`config.mk`:
```
export PLATFORM = sky130hd
export DESIGN_NAME = port4_serial_tx_ctrl_flat
export DESIGN_NICKNAME = d
export VERILOG_FILES = /design/src/rtl/port4_serial_tx_ctrl_if.sv /design/src/rtl/port4_serial_tx_ctrl.sv /design/src/flat_wrapper.sv
export SDC_FILE = /design/constraint.sdc
export NUM_CORES = 1
export LEC_CHECK = 0
export ABC_AREA = 1
export CAP_MARGIN = 20
export CORE_MARGIN = 4
export CORE_UTILIZATION = 54
export DETAILED_ROUTE_END_ITERATION = 16
export PLACE_DENSITY_LB_ADDON = 0.25
export REMOVE_ABC_BUFFERS = 1
export SYNTH_ARGS = -nofsm -noshare
export SYNTH_HDL_FRONTEND = slang
export SYNTH_SLANG_ARGS = --single-unit
```
`constraint.sdc`:
```
create_clock -name CLK -period 1.8 [get_ports CLK]
set_clock_uncertainty 0.2 [all_clocks]
set_input_delay 0.27 -clock CLK [delete_from_list [all_inputs] [get_ports CLK]]
set_output_delay 0.27 -clock CLK [all_outputs]
set_load 0.02 [all_outputs]
```
`src/rtl/port4_serial_tx_ctrl_if.sv`:
```
// Handshake and data-path signals between the OUT 4 transmit sequencer and
// its surroundings (control unit on one side, out_port_4 on the other).
//   start     : request to transmit the current WBUS value
//   serial_in : bit 0 of port 4 (its serial_out)
//   Lo4       : load strobe to port 4
//   shift_r   : shift-right strobe to port 4
//   tx_line   : framed serial line, idles high
//   busy      : sequencer is inside a frame
//   done      : one-cycle pulse after the stop bit
//   bit_idx   : index of the data bit currently on tx_line
interface port4_serial_tx_ctrl_if;
    logic       start;
    logic       serial_in;
    logic       Lo4;
    logic       shift_r;
    logic       tx_line;
    logic       busy;
    logic       done;
    logic [2:0] bit_idx;

    modport master (
        output start, serial_in,
        input  Lo4, shift_r, tx_line, busy, done, bit_idx
    );

    modport slave (
        input  start, serial_in,
        output Lo4, shift_r, tx_line, busy, done, bit_idx
    );
endinterface

```
`src/rtl/port4_serial_tx_ctrl.sv`:
```
// Transmit sequencer for output port 4. One accepted start request loads
// port 4 from WBUS, then sends start bit, 8 data bits LSB-first (shifting
// port 4 once per bit) and a stop bit on tx_line, then pulses done.
// Ports:
//   CLK  : system clock, rising edge
//   CLR  : asynchronous active-high reset
//   bus  : slave side of port4_serial_tx_ctrl_if (see interface file)
//
// state | meaning
// IDLE  | line high, waiting for start (also the done cycle)
// LOAD  | one cycle, Lo4 high, port 4 captures WBUS at its closing edge
// START | BIT_CYCLES cycles of start bit (line low)
// DATA  | 8 bit periods, line follows serial_in, shift_r on last cycle of each
// STOP  | BIT_CYCLES cycles of stop bit (line high)
module port4_serial_tx_ctrl #(
    parameter int BIT_CYCLES = 4,
    parameter int DATA_BITS  = 8
) (
    input  logic                  CLK,
    input  logic                  CLR,
    port4_serial_tx_ctrl_if.slave bus
);
    typedef enum logic [2:0] {IDLE, LOAD, START, DATA, STOP} state_t;

    localparam logic [7:0] BAUD_TC  = 8'(BIT_CYCLES - 1);
    localparam logic [2:0] LAST_BIT = 3'(DATA_BITS - 1);
    // With one clock per bit every DATA cycle is a terminal-count cycle.
    localparam logic       SHIFT_EVERY = (BIT_CYCLES == 1);

    state_t     state_q;
    logic [7:0] baud_q;
    logic [2:0] bit_q;
    logic       lo4_q;
    logic       shift_q;
    logic       busy_q;
    logic       done_q;
    logic       tx_q;

    // Outputs are registered, so each branch sets them for the cycle that
    // follows the edge; shift_q therefore looks one count ahead.
    always_ff @(posedge CLK or posedge CLR) begin
        if (CLR) begin
            state_q <= IDLE;
            baud_q  <= '0;
            bit_q   <= '0;
            lo4_q   <= 1'b0;
            shift_q <= 1'b0;
            busy_q  <= 1'b0;
            done_q  <= 1'b0;
            tx_q    <= 1'b1;
        end else begin
            lo4_q   <= 1'b0;
            shift_q <= 1'b0;
            done_q  <= 1'b0;
            case (state_q)
                IDLE: begin
                    if (bus.start) begin
                        state_q <= LOAD;
                        lo4_q   <= 1'b1;
                        busy_q  <= 1'b1;
                    end
                end
                LOAD: begin
                    state_q <= START;
                    baud_q  <= '0;
                    tx_q    <= 1'b0;
                end
                START: begin
                    if (baud_q == BAUD_TC) begin
                        state_q <= DATA;
                        baud_q  <= '0;
                        bit_q   <= '0;
                        shift_q <= SHIFT_EVERY;
                    end else begin
                        baud_q <= baud_q + 8'd1;
                    end
                end
                DATA: begin
                    if (baud_q == BAUD_TC) begin
                        baud_q <= '0;
                        if (bit_q == LAST_BIT) begin
                            state_q <= STOP;
                            bit_q   <= '0;
                            tx_q    <= 1'b1;
                        end else begin
                            bit_q   <= bit_q + 3'd1;
                            shift_q <= SHIFT_EVERY;
                        end
                    end else begin
                        baud_q  <= baud_q + 8'd1;
                        shift_q <= ((baud_q + 8'd1) == BAUD_TC);
                    end
                end
                STOP: begin
                    if (baud_q == BAUD_TC) begin
                        state_q <= IDLE;
                        baud_q  <= '0;
                        busy_q  <= 1'b0;
                        done_q  <= 1'b1;
                    end else begin
                        baud_q <= baud_q + 8'd1;
                    end
                end
                default: begin
                    state_q <= IDLE;
                    busy_q  <= 1'b0;
                    tx_q    <= 1'b1;
                end
            endcase
        end
    end

    assign bus.Lo4     = lo4_q;
    assign bus.shift_r = shift_q;
    assign bus.busy    = busy_q;
    assign bus.done    = done_q;
    assign bus.bit_idx = bit_q;
    // Data bits come straight from port 4 so the line changes at the shift edge.
    assign bus.tx_line = (state_q == DATA) ? bus.serial_in : tx_q;
endmodule

```
`src/flat_wrapper.sv`:
```
// flat-port wrapper written by rule: the top's interface ports become plain ports
module port4_serial_tx_ctrl_flat 
#(
    parameter int BIT_CYCLES = 4,
    parameter int DATA_BITS  = 8
)
  (CLK, CLR, bus_start, bus_serial_in, bus_Lo4, bus_shift_r, bus_tx_line, bus_busy, bus_done, bus_bit_idx);
  port4_serial_tx_ctrl_if bus_i ();
  input  logic CLK;
  input  logic CLR;
  input wire logic [$bits(bus_i.start)-1:0] bus_start;
  input wire logic [$bits(bus_i.serial_in)-1:0] bus_serial_in;
  output wire logic [$bits(bus_i.Lo4)-1:0] bus_Lo4;
  output wire logic [$bits(bus_i.shift_r)-1:0] bus_shift_r;
  output wire logic [$bits(bus_i.tx_line)-1:0] bus_tx_line;
  output wire logic [$bits(bus_i.busy)-1:0] bus_busy;
  output wire logic [$bits(bus_i.done)-1:0] bus_done;
  output wire logic [$bits(bus_i.bit_idx)-1:0] bus_bit_idx;
  assign bus_i.start = bus_start;
  assign bus_i.serial_in = bus_serial_in;
  assign bus_Lo4 = bus_i.Lo4;
  assign bus_shift_r = bus_i.shift_r;
  assign bus_tx_line = bus_i.tx_line;
  assign bus_busy = bus_i.busy;
  assign bus_done = bus_i.done;
  assign bus_bit_idx = bus_i.bit_idx;
  port4_serial_tx_ctrl #(.BIT_CYCLES(BIT_CYCLES), .DATA_BITS(DATA_BITS)) u_core (.CLK(CLK), .CLR(CLR), .bus(bus_i));
endmodule
```
# Word level (Yosys, flattened, before mapping)
# Cells that the tools add are included.
# totals
reg_bits	19
out_inout_bits	8
# classes
addsub	2
n_eq_ne	12
muxes	24
n_bitwise	2
n_reduce_logical	10
# op_table
operator	n
$mux 3	7
$eq 8x2->1 const B	2
$pmux 8 s2	1
$pmux 3 s5	1
$mux 1	11
$reduce_and 3->1	3
$reduce_or 3->1	3
$add 8x1->8 const B	1
$mux 8	1
$ne 2x1->1 const B	4
$eq 3x2->1 const B	2
$eq 3x3->1 const B	2
$pmux 1 s3	2
$pmux 3 s2	1
$reduce_and 5->1	1
$reduce_bool 2->1	2
$add 3x1->3 const B	1
$eq 3x1->1 const B	1
$logic_not 3->1	1
$ne 2x2->1 const B	1
$not 1->1	2

# Logic depth before layout (Yosys ltp)
# Gate-level depths: netlist of the first run.
# logic_depth
word_depth	4
mapped_depth	9

# Least setup slack after synthesis of the first run
# OpenSTA, ideal clock, no wires.
# synth_timing
path_kind	flip-flop to flip-flop
from	register u_core.baud_q[1]
to	register u_core.bit_q[0] (netlist: u_core.bus.bit_idx[0])
setup_ns	0.131
arrival_time_ns	1.232
required_time_ns	1.469
path_slack_ns	0.237
stages_incl_launch_ff	9
path_buffers	0
period_less_slack_ns	1.563
path_cell_list	dfrtp_1 ha_1 nand2_2 nor2_2 nand2_2 inv_1 o21ai_0 nand2_1 o21ai_1
# synth_via
elab_chain_len	3
word_cells_on_any_way	4
# synth_lines
element	line	source
from (decl)	port4_serial_tx_ctrl.sv:31	logic [7:0] baud_q;
from (signal assigned)	port4_serial_tx_ctrl.sv:75	baud_q <= baud_q + 8'd1;
from (signal assigned)	port4_serial_tx_ctrl.sv:90	baud_q <= baud_q + 8'd1;
from (signal assigned)	port4_serial_tx_ctrl.sv:101	baud_q <= baud_q + 8'd1;
$eq 8x2->1 *	port4_serial_tx_ctrl.sv:69, port4_serial_tx_ctrl.sv:79	
$ne 2x1->1 (no line)	n/a	
$reduce_and 3->1 (no line) *	n/a	
to (signal assigned)	port4_serial_tx_ctrl.sv:86	bit_q <= bit_q + 3'd1;
to (decl)	port4_serial_tx_ctrl.sv:32	logic [2:0] bit_q;
# Every way passes the cells marked *; elsewhere a longest branch is shown, timed or not.
# A chain may end at the register's enable or synchronous reset.

# Final worst setup path of the first run
# layout_timing
from	register u_core.busy_q (netlist: u_core.bus.busy)
to	output bus_busy
# layout_rtl
element	line	source
from (decl)	port4_serial_tx_ctrl.sv:35	logic busy_q;
from (signal assigned)	port4_serial_tx_ctrl.sv:48	busy_q <= 1'b0;
from (signal assigned)	port4_serial_tx_ctrl.sv:60	busy_q <= 1'b1;
from (signal assigned)	port4_serial_tx_ctrl.sv:98	busy_q <= 1'b0;
to (decl)	flat_wrapper.sv:16	output wire logic [$bits(bus_i.busy)-1:0] bus_busy;
# No word-level cell between the ends.

==> results, run 1 <==
- The global routing usage summed across all routing layers is 0.188.
- The worst register-to-register path has a setup slack of 0.18 ns.
- The total die area is 0.00277 sq mm.
- 12 I/O pins were placed.
- The fraction of layout instances using a drive strength above 1 is 0.181.
- The antenna diode count is 0.
- Counting the buffers created by CTS gives 3.
- The pin count of the biggest net entering global routing is 12.
- The average footprint of a synthesized cell is 7.84 sq um.
- CTS built an H-tree with a depth of 1.
- The number of buffers added for setup after CTS is 0.
- The cell area after synthesis is 0.00107 sq mm.
- The number of buffer cells added on primary ports is 11.
- For this run, design rule violations remaining after detail routing come to 0.
- Routability-driven placement finished with a final weighted congestion of 0.888.
- The via total after detailed routing is 969.
- Internal power comes to 1.02 mW.
- The worst slew margin relative to its limit is 0.765.
- For the pin with the worst max-slew slack, the measured transition is 0.353 ns.
- The analysis attributes to cell leakage a power of 0.709 nW.
- The post-placement setup slack is -0.144 ns.
- The critical path is of the reg -> out type.
- In this design, the largest share of critical-path delay is due to buffers and inverters.
- The multi-input combinational cells in the finished layout cover a total of 518 sq um.
- Clock-pin slew was measured on the worst setup and hold paths at 0.11 ns.
- The switching share of power is 0.455.
- The minimum period implied by the final worst setup slack is 1.75 ns.
- The total power divided by cell area is 1430 mW/mm^2.
- The sequential cells in the finished layout cover a total of 477 sq um.
- Measured along the x axis, the die boundary spans 52.6 um.
- Data on the critical path is required at its endpoint by 1.33 ns.
- Of all nets on the critical path, the largest fanout is 2.
- Counting along the longest clock path gives a buffer depth of 2.
- The detail route stage leaves a number of antenna-violating nets equal to 0.
- The power share of the sequential group is 0.345.
- The endpoint kind of the worst setup timing path is a primary output.
- The signal on the critical path passes through clkdlybuf4s50_1.
- Dividing the detail-routed wire length by the instance count gives 11.8 um.
- The worst register-to-register path ends at u_core.bus.shift_r$_DFF_PP0_.
- The core box area is 0.00180 sq mm.
- TritonCTS built the clock tree.
- The combinational fraction of design power is 0.537.
- The total of fill cells in the finished design is 151.
- The number of instances resized during post-cts repair is 5.
- Compared with the post-synthesis result, the final layout area differs by 21.4%.
- On the final layout, the worst hold slack is 0.0175 ns.
- Of the total power, the clock network draws 0.118.
- The starting density of the core is 0.596.
- The post-synthesis sequential area ratio is 0.444.
- The total wire length after detailed routing is 2190 um.
- The net count of the finished layout is 169.
- At the end of the flow the core is filled with cells to 0.724.
- The library cell contributing the largest single delay on the critical path is sky130_fd_sc_hd__clkdlybuf4s50_1.
- The cell at the root of the clock tree is sky130_fd_sc_hd__clkbuf_4.
- The wire-length estimate of the detail-placed layout is 1710 um.
- The post-layout worst setup margin is 0.0452 ns.
- Dividing the final minimum period by the clock period gives 0.975.
- The final-report hold violation count is 0.
- The count of warnings emitted by yosys is 0.
- The max capacitance violation total is 0.
- Hold repair after CTS inserted 0 buffers.
- The count of clock tree sinks is 19.
- Setup repair after global routing left no endpoint under its margin.
- After routing, the total negative slack on setup checks comes to 0 ns.
- In this design, the stage delay of the slowest critical-path cell is 0.61 ns.
- STA classifies the critical path startpoint as a flip-flop.
- The post-synthesis register bit count is 19.
- The power after layout is 1.87 mW.
- The number of buffers and inverters on the critical path is 1.
- The first global-routing pass estimated 3820 um of wire.
- After detailed routing, the number of vias per cell comes to 5.24.
- In this run, the number of DRC markers left after iteration 0 of detailed routing was 25.
- The number of pins with negative max-slew slack in the final report is 0.
- The site row count is 15.
- The number of different library cells used by synthesis comes to 23.
- The startpoint identified for the worst register-to-register timing path is u_core.baud_q[0]$_DFFE_PP0P_.
- The number of antenna violations at the first check in global routing is 0.
- The analysis attributes to net switching a power of 0.849 mW.
- From bottom edge to top edge, the die measures 52.6 um.
- Setup violations remaining at the end of the flow were counted as 0.
- The logic depth of the worst register-to-register path is 9.
- For this run the aggregate overflow at the end of global routing stands at 0.
- The worst-case vdd ir drop is 1.11 mV.
- The via count of the first global-routing pass came to 937.
- The first-pass detailed-route iteration total is 4.
- The path class of the tightest hold or removal check is in -> async.
- The clock reaches the later pin of the worst-skew pair after 0.30 ns.
- The run finished with clean final reports.
- Timing would allow up to 570 MHz.
- Data on the critical path arrives at its endpoint at 1.28 ns.
- Synthesis handed over a netlist of 137 instances.
[Yosys cell counts]
| master | count | area [sq um] |
|---|---|---|
| sky130_fd_sc_hd__a21oi_1 | 1 | 5.00 |
| sky130_fd_sc_hd__and2_1 | 1 | 6.26 |
| sky130_fd_sc_hd__dfrtp_1 | 18 | 450 |
| sky130_fd_sc_hd__dfstp_2 | 1 | 26.3 |
| sky130_fd_sc_hd__ha_1 | 4 | 50.1 |
| sky130_fd_sc_hd__inv_1 | 17 | 63.8 |
| sky130_fd_sc_hd__inv_2 | 4 | 15.0 |
| sky130_fd_sc_hd__nand2_1 | 33 | 124 |
| sky130_fd_sc_hd__nand2_2 | 4 | 25.0 |
| sky130_fd_sc_hd__nand2_4 | 2 | 22.5 |
| sky130_fd_sc_hd__nand3_1 | 14 | 70.1 |
| sky130_fd_sc_hd__nand3_2 | 1 | 10.0 |
| sky130_fd_sc_hd__nand4_1 | 3 | 18.8 |
| sky130_fd_sc_hd__nor2_1 | 10 | 37.5 |
| sky130_fd_sc_hd__nor2_2 | 2 | 12.5 |
| sky130_fd_sc_hd__nor2_8 | 1 | 20.0 |
| sky130_fd_sc_hd__nor3_1 | 1 | 5.00 |
| sky130_fd_sc_hd__nor3_2 | 1 | 10.0 |
| sky130_fd_sc_hd__o21ai_0 | 14 | 70.1 |
| sky130_fd_sc_hd__o21ai_1 | 1 | 5.00 |
| sky130_fd_sc_hd__o22ai_1 | 2 | 12.5 |
| sky130_fd_sc_hd__o31ai_1 | 1 | 7.51 |
| sky130_fd_sc_hd__or2_0 | 1 | 6.26 |
[worst max path at each step]
stage | depth (start not counted) | end | startpoint
after floorplan | 8 | u_core.bus.bit_idx[0]$_DFFE_PP0P_ | u_core.baud_q[1]$_DFFE_PP0P_
after global placement | 4 | bus_tx_line | bus_serial_in
after detailed placement | 4 | bus_tx_line | bus_serial_in
after CTS | 1 | bus_bit_idx[0] | u_core.bus.bit_idx[0]$_DFFE_PP0P_
after global routing | 1 | bus_busy | u_core.bus.busy$_DFFE_PP0P_
final | 1 | bus_busy | u_core.bus.busy$_DFFE_PP0P_
[power by group through the flow]
stage                     logic, mW  registers [mW]  clock network, mW
after global routing           1.13           0.666              0.241
after detailed placement       1.02           0.653                  0
after CTS                      1.01           0.644              0.226
final                          1.00           0.645              0.220
after floorplan               0.598           0.701                  0
after global placement        0.981           0.646                  0
[area by class of cell]
class,instances,area share
clock buffers,4,0.0202
inverters,21,0.0605
multi-input cells,97,0.397
flip-flops and latches,19,0.366
well taps,25,0.0240
repair buffers,19,0.132
[registers in the layout (all words and copies together) (netlist names)]
name / cells
u_core.baud_q: 8
u_core.bus.Lo4: 1
u_core.bus.bit_idx: 3
u_core.bus.busy: 1
u_core.bus.done: 1
u_core.bus.shift_r: 1
u_core.state_q: 3
u_core.tx_q: 1
[layer usage]
layer,track usage,part of all wire,vias up
met1,0.231,0.44,456
met2,0.326,0.50,23
met3,0.0370,0.050,2
li1,-,-,488
met4,0.0638,0.0064,0
met5,0,0,-
[layout by cell type (no fill, tap or decap), types with 3 or more instances in the layout]
cell / synthesis / layout
sky130_fd_sc_hd__buf_4: 0 / 8
sky130_fd_sc_hd__ha_1: 4 / 4
sky130_fd_sc_hd__nand2_1: 33 / 33
sky130_fd_sc_hd__dfrtp_1: 18 / 18
sky130_fd_sc_hd__nor2_1: 10 / 10
sky130_fd_sc_hd__inv_1: 17 / 16
sky130_fd_sc_hd__clkdlybuf4s50_1: 0 / 7
sky130_fd_sc_hd__inv_2: 4 / 5
sky130_fd_sc_hd__o21ai_0: 14 / 13
sky130_fd_sc_hd__dlymetal6s2s_1: 0 / 3
sky130_fd_sc_hd__clkbuf_4: 0 / 3
sky130_fd_sc_hd__nand2_2: 4 / 4
sky130_fd_sc_hd__nand4_1: 3 / 3
sky130_fd_sc_hd__nand3_1: 14 / 14
[metrics by stage]
| step | instances | instance area, sq um |
|---|---|---|
| global route | 185 | 1300 |
| floorplan | 137 | 1070 |
| finish | 185 | 1300 |
| global placement | 181 | 1270 |
| detailed placement | 181 | 1270 |
| CTS | 185 | 1300 |
[logic make-up (layout without fill, tap and decap cells)]
| kind of cell | after synthesis | in the layout | share of synthesized area |
|---|---|---|---|
| and+or+nand+nor | 74 | 74 | 0.343 |
| buffers and inverters | 21 | 44 | 0.0734 |
| AOI/OAI and AO/OA | 19 | 19 | 0.0932 |
| DFF | 19 | 19 | 0.444 |
| adders and majority gates | 4 | 4 | 0.0466 |
No activity file was read; power rests on OpenSTA's default activity.
==> run 2, diff against run 1 <==
- CORE_UTILIZATION: 54 -> 58
- clock period: 1.8 -> 2.1 ns (I/O delays scaled with it)
==> results, run 2 (same netlist as run 1, synthesis figures left out) <==
- The residual DRC count is 0 (unchanged).
- The first-pass GRT wire length was 3680 um (was 3820 um).
- The via count of the first global-routing pass was 921 (was 937).
- The number of vias per cell is 5.16 (was 5.24).
- The layout net count is 164 (was 169).
- The count of nets left with antenna violations after detail routing is 0 (unchanged).
- The minimum period implied by the final worst setup slack is 1.87 ns.
- The clock-pin transition on the worst setup and hold timing paths is 0.10 ns (was 0.11 ns).
- The maximum frequency from static timing analysis is 534 MHz.
- Commonest cells after routing, fill and taps aside: sky130_fd_sc_hd__nand2_1 (33), sky130_fd_sc_hd__dfrtp_1 (18), sky130_fd_sc_hd__inv_1 (17), sky130_fd_sc_hd__nand3_1 (14), sky130_fd_sc_hd__o21ai_0 (14) (was sky130_fd_sc_hd__nand2_1 (33), sky130_fd_sc_hd__dfrtp_1 (18), sky130_fd_sc_hd__inv_1 (16), sky130_fd_sc_hd__nand3_1 (14), sky130_fd_sc_hd__o21ai_0 (13)).
- Result of the run: finished, final reports clean (unchanged).
- The cell at the root of the clock tree was sky130_fd_sc_hd__clkbuf_4 (unchanged).
- The CTS buffer count is 3 (unchanged).
- The leading cell type in the layout, fill and taps excluded is sky130_fd_sc_hd__nand2_1 (unchanged).
- The pin count of the biggest net entering global routing is 20 (was 12).
- The class of the tightest hold or removal check was in -> async (unchanged).
- The TritonCTS clock tree is done (unchanged).
- The sort of element at the start of the critical path is a flip-flop (unchanged).
- The count of clock tree sinks is 19 (unchanged).
- The final-report hold violation count was 0 (unchanged).
- The fraction of layout instances using a drive strength above 1 is 0.148 (was 0.181).
- The final weighted congestion in routability-driven placement is 0.839 (was 0.888).
- The number of buffers added for setup after CTS came to 0 (unchanged).
- The worst-case vdd ir drop is 1.03 mV (was 1.11 mV).
- The first-pass detailed-route iteration total is 4 (unchanged).
- The category of the most critical setup path is reg -> out (unchanged).
- The vertical die dimension came to 51.0 um (was 52.6 um).
- The starting density of the core was 0.615 (was 0.596).
- The maximum fanout along the worst path is 9 (was 2).
- The start point of the critical path is u_core.state_q[2]$_DFFE_PP0P_ (was u_core.bus.busy$_DFFE_PP0P_).
- The half-perimeter wire length after detailed placement is 1630 um (was 1710 um).
- The worst slew margin relative to its limit is 0.723 (was 0.765).
- The max capacitance violation total was 0 (unchanged).
- The number of flip-flops in the largest register is 8 (unchanged).
- In the finished design, the share of the clock period the worst path needs comes to 0.892.
- The synthesis-to-finish area growth is 17.2% (was 21.4%).
- The antenna diode count came to 0 (unchanged).
- The number of endpoints failing setup at the final stage was 0 (unchanged).
- The I/O pin count is 12 (unchanged).
- The total wire length after detailed routing came to 2060 um (was 2190 um).
- The total overflow reported by the global router is 0 (unchanged).
- The total die area is 0.00260 sq mm (was 0.00277 sq mm).
- The core box area came to 0.00175 sq mm (was 0.00180 sq mm).
- The pin slew with the least headroom to its limit came to 0.411 ns (was 0.353 ns).
- The number of pins with negative max-slew slack in the final report is 0 (unchanged).
- The number of H-tree branching levels is 1 (unchanged).
- The startpoint of the most critical register-to-register path is u_core.baud_q[1]$_DFFE_PP0P_ (was u_core.baud_q[0]$_DFFE_PP0P_).
- The total power divided by cell area is 1210 mW/mm^2 (was 1430 mW/mm^2).
- The static leakage power came to 0.631 nW (was 0.709 nW).
- The endpoint kind of the worst setup timing path is a primary output (unchanged).
- The clock tree buffer depth came to 2 (unchanged).
- The number of antenna violations at the first check in global routing is 0 (unchanged).
- The required time of the worst setup path is 1.58 ns (was 1.33 ns).
- The power after layout came to 1.52 mW (was 1.87 mW).
- The arrival time at the worst endpoint is 1.36 ns (was 1.28 ns).
- The hold buffer count at CTS is 0 (unchanged).
- Setup repair after global routing missed its margin: false (unchanged).
- The register with the highest flop count is u_core.baud_q (unchanged).
- The site row count was 15 (unchanged).
- The sum of negative setup slack is 0 ns (unchanged).
- The via total after detailed routing is 929 (was 969).
- The die width is 51.0 um (was 52.6 um).
- The total of fill cells in the finished design is 149 (was 151).
- The detailed-route wire length per cell was 11.4 um (was 11.8 um).
- The global routing usage summed across all routing layers was 0.187 (was 0.188).
- The clock latency on the worst-skew pair was 0.28 ns (was 0.30 ns).
- The number of buffer cells added on primary ports came to 11 (unchanged).
- The DRC violation total after the first TritonRoute iteration is 13 (was 25).
run 2: report_power, final:
group / total (mW) / switching [mW] / internal (mW)
combinational: 0.790 / 0.509 / 0.281
clock: 0.174 / 0.100 / 0.0736
sequential: 0.559 / 0.0879 / 0.471
total: 1.52 / 0.697 / 0.826
run 2: path summary, 6_finish.rpt:
kind                                                     end  slack [ns]  cells past startpoint
max                                              bus_tx_line        0.23                      6
min                             u_core.baud_q[5]$_DFFE_PP0P_        0.14                      3
max in group asynchronous            u_core.tx_q$_DFFE_PP1P_        1.31                      3
min in group CLK                     u_core.tx_q$_DFFE_PP1P_        0.29                      2
min reg2reg                          u_core.tx_q$_DFFE_PP1P_        0.29                      2
max reg2reg                u_core.bus.bit_idx[0]$_DFFE_PP0P_        0.30                      8
run 2: metrics by stage:
step / setup slack (ns) / cell area [sq um] / hold WS (ns) / util / instances
floorplan: 0.493 / 1070 / 0.0654 / - / 137
global placement: 0.0838 / 1240 / 0.262 / 0.709 / 176
detailed placement: 0.0776 / 1240 / 0.273 / 0.709 / 176
CTS: 0.0592 / 1260 / 0.138 / 0.723 / 180
global route: 0.0891 / 1260 / 0.136 / 0.721 / 180
finish: 0.228 / 1260 / 0.137 / 0.721 / 180
run 2: layout make-up:
| class | instances | area [sq um] | area share |
|---|---|---|---|
| Timing Repair Buffer | 14 | 128 | 0.101 |
| Sequential cell | 19 | 477 | 0.379 |
| Inverter | 21 | 78.8 | 0.0626 |
| Multi-Input combinational cell | 97 | 518 | 0.412 |
| Tap cell | 25 | 31.3 | 0.0249 |
| Clock buffer | 4 | 26.3 | 0.0209 |
run 2: repair_timing:
item | 4_1_cts | 5_1_grt
endpoints found under the setup margin | 1 | 1
gates resized for setup | 1 | 3
endpoints found under the hold margin | 0 | 0
run 2: routing by layer:
metal | vias up | track usage | share of wire
li1 | 476 | - | -
met2 | 9 | 0.341 | 0.53
met5 | - | 0 | 0
met3 | 2 | 0.0408 | 0.020
met4 | 0 | 0.0717 | 0.0083
met1 | 442 | 0.209 | 0.44
run 2: worst max-delay path: stages, from the launching register on:
cell and delay (ns):
sky130_fd_sc_hd__dfrtp_1 0.40, sky130_fd_sc_hd__inv_2 0.11, sky130_fd_sc_hd__nand2_4 0.09, sky130_fd_sc_hd__nor2_8 0.16, sky130_fd_sc_hd__nand2_1 0.06, sky130_fd_sc_hd__o21ai_0 0.07, sky130_fd_sc_hd__clkbuf_2 0.19
==> run 3, diff against run 2 <==
- CELL_PAD_IN_SITES_DETAIL_PLACEMENT: unset -> 0
- CELL_PAD_IN_SITES_GLOBAL_PLACEMENT: unset -> 1
- CORE_MARGIN: 4 -> unset
- CORE_UTILIZATION: 58 -> 43
==> results, run 3 (same netlist as run 1, synthesis figures left out) <==
- The clock latency on the worst-skew pair was 0.29 ns (was 0.28 ns).
- The sort of element at the start of the critical path was a flip-flop (unchanged).
- The number of instances resized during post-cts repair came to 1 (unchanged).
- The number of standard cells in the final layout excluding fillers is 182 (was 180).
- The class of the tightest hold or removal check is in -> async (unchanged).
- The via count of the first global-routing pass was 886 (was 921).
- The I/O pin count is 12 (unchanged).
- The post-layout worst setup margin came to 0.242 ns (was 0.228 ns).
- The total overflow reported by the global router was 0 (unchanged).
- The total cell area at the placement stage is 0.00123 sq mm (was 0.00124 sq mm).
- The hold buffer count at CTS came to 0 (unchanged).
- The number of antenna violations at the first check in global routing is 0 (unchanged).
- The max capacitance violation total was 0 (unchanged).
- The CTS buffer count is 3 (unchanged).
- The clock-pin transition on the worst setup and hold timing paths is 0.11 ns (was 0.10 ns).
- The synthesis-to-finish area growth came to 16.9% (was 17.2%).
- The area taken by multi-input logic gates was 518 sq um (unchanged).
- The fraction of layout instances using a drive strength above 1 is 0.143 (was 0.148).
- The detailed-route wire length per cell is 11.8 um (was 11.4 um).
- The first-pass detailed-route iteration total is 4 (unchanged).
- The worst slew margin relative to its limit is 0.697 (was 0.723).
- The layout net count is 163 (was 164).
- The last element of the critical path was bus_tx_line (unchanged).
- The vertical die dimension was 52.0 um (was 51.0 um).
- The number of flip-flops in the largest register is 8 (unchanged).
- The final-report hold violation count is 0 (unchanged).
- The total power divided by cell area was 1210 mW/mm^2 (about the same).
- The leading cell type in the layout, fill and taps excluded is sky130_fd_sc_hd__nand2_1 (unchanged).
- The core box area is 0.00228 sq mm (was 0.00175 sq mm).
- The starting density of the core is 0.472 (was 0.615).
- The residual DRC count is 0 (unchanged).
- The required time of the worst setup path was 1.58 ns (about the same).
- The cell count after placement came to 178 (was 176).
- The total of fill cells in the finished design is 202 (was 149).
- The start point of the critical path is u_core.state_q[2]$_DFFE_PP0P_ (unchanged).
- The uppermost signal routing layer after detailed routing is met4 (unchanged).
- The wire length on met3 is 36 um (was 41 um).
- The number of pins with negative max-slew slack in the final report was 0 (unchanged).
- The pin slew with the least headroom to its limit came to 0.450 ns (was 0.411 ns).
- The total area of sequential cells is 477 sq um (unchanged).
- The clock tree buffer depth is 2 (unchanged).
- The total wire length after detailed routing is 2150 um (was 2060 um).
- The total die area is 0.00270 sq mm (was 0.00260 sq mm).
- The half-perimeter wire length after detailed placement is 1610 um (was 1630 um).
- The antenna diode count is 0 (unchanged).
- The logic depth of the worst register-to-register path is 8 (unchanged).
- The register with the highest flop count is u_core.baud_q (unchanged).
- The worst-case vdd ir drop is 0.798 mV (was 1.03 mV).
- The maximum fanout along the worst path is 6 (was 9).
- The met1 routed wirelength after detailed routing is 1010 um (was 904 um).
- The final weighted congestion in routability-driven placement is 0.740 (was 0.839).
- The TritonCTS clock tree is done (unchanged).
- The number of endpoints failing setup at the final stage was 0 (unchanged).
- The first-pass GRT wire length is 3710 um (was 3680 um).
- The pin count of the biggest net entering global routing is 20 (unchanged).
- The destination of the worst register-to-register timing path is u_core.bus.bit_idx[0]$_DFFE_PP0P_ (unchanged).
- The number of buffer cells added on primary ports is 11 (unchanged).
- Result of the run: finished, final reports clean (unchanged).
- The post-route cell area was 0.00125 sq mm (was 0.00126 sq mm).
- The endpoint kind of the worst setup timing path was a primary output (unchanged).
- The startpoint of the most critical register-to-register path is u_core.baud_q[1]$_DFFE_PP0P_ (unchanged).
- The amount of wire on met2 after detailed routing came to 1090 um (was 1100 um).
- The arrival time at the worst endpoint is 1.34 ns (was 1.36 ns).
- The category of the most critical setup path was reg -> out (unchanged).
- The count of clock tree sinks came to 19 (unchanged).
- The maximum frequency from static timing analysis is 538 MHz (was 534 MHz).
- The number of buffers added for setup after CTS is 0 (unchanged).
- The number of H-tree branching levels came to 1 (unchanged).
- The slack of the worst reg-to-reg path is 0.26 ns (was 0.30 ns).
- The cell at the root of the clock tree is sky130_fd_sc_hd__clkbuf_4 (unchanged).
- The site row count is 17 (was 15).
- The DRC violation total after the first TritonRoute iteration is 16 (was 13).
- The number of vias per cell is 4.94 (was 5.16).
- The count of nets left with antenna violations after detail routing came to 0 (unchanged).
- Commonest cells after routing, fill and taps aside: sky130_fd_sc_hd__nand2_1 (33), sky130_fd_sc_hd__dfrtp_1 (18), sky130_fd_sc_hd__inv_1 (17), sky130_fd_sc_hd__nand3_1 (14), sky130_fd_sc_hd__o21ai_0 (14) (unchanged).
- The post-placement setup slack is 0.0946 ns (was 0.0776 ns).
- The sum of negative setup slack was 0 ns (unchanged).
- The via total after detailed routing is 899 (was 929).
- The global routing usage summed across all routing layers is 0.193 (was 0.187).
- Setup repair after global routing missed its margin: false (unchanged).
- The minimum period implied by the final worst setup slack is 1.86 ns (was 1.87 ns).
- The static leakage power is 0.626 nW (was 0.631 nW).
- The die width is 52.0 um (was 51.0 um).
- The ratio of final minimum period to clock period is 0.885 (was 0.892).
## run 3: cell count changes in the layout (fill, tap and decap cells not counted), sizes merged
cell / previous run / this run
buf: 3 / 2
## run 3: critical path: stages, from the launching register on
cell	delay (ns)
sky130_fd_sc_hd__dfrtp_1	0.44
sky130_fd_sc_hd__inv_2	0.13
sky130_fd_sc_hd__nand2_4	0.08
sky130_fd_sc_hd__nor2_8	0.09
sky130_fd_sc_hd__nand2_1	0.05
sky130_fd_sc_hd__o21ai_0	0.07
sky130_fd_sc_hd__clkbuf_2	0.19
## run 3: report_power, final
part           total [mW]  switching, mW  internal (mW)
logic               0.753          0.484          0.269
registers           0.576          0.105          0.471
clock network       0.185          0.111         0.0738
total                1.51          0.700          0.813
## run 3: worst min-delay path by stage
stage | from | to | slack [ns] | cells after the start
finish | CLR | u_core.bus.shift_r$_DFF_PP0_ | 0.13 | 3
global route | CLR | u_core.bus.done$_DFF_PP0_ | 0.15 | 3
CTS | CLR | u_core.baud_q[4]$_DFFE_PP0P_ | 0.14 | 3
detailed placement | u_core.tx_q$_DFFE_PP1P_ | u_core.tx_q$_DFFE_PP1P_ | 0.26 | 2
global placement | u_core.tx_q$_DFFE_PP1P_ | u_core.tx_q$_DFFE_PP1P_ | 0.26 | 2
floorplan | CLR | u_core.baud_q[0]$_DFFE_PP0P_ | 0.07 | 1
## run 3: layout make-up
type,instances,area share
Clock buffer,4,0.0209
Inverter,21,0.0628
Multi-Input combinational cell,97,0.413
Sequential cell,19,0.380
Tap cell,28,0.0279
Timing Repair Buffer,13,0.0957
## run 3: through the flow
step,util,hold WS [ns],power (mW)
6_report,0.551,0.131,1.51
5_1_grt,0.551,0.149,1.66
4_1_cts,0.553,0.137,1.53
3_3_place_gp,0.542,0.262,1.34
2_1_floorplan,-,0.0654,1.11
3_5_place_dp,0.542,0.265,1.35
## run 3: metal layers
metal	vias up	global-route usage
met1	412	0.241
met4	0	0.0811
met2	6	0.323
met3	2	0.0351
li1	479	-
met5	-	0
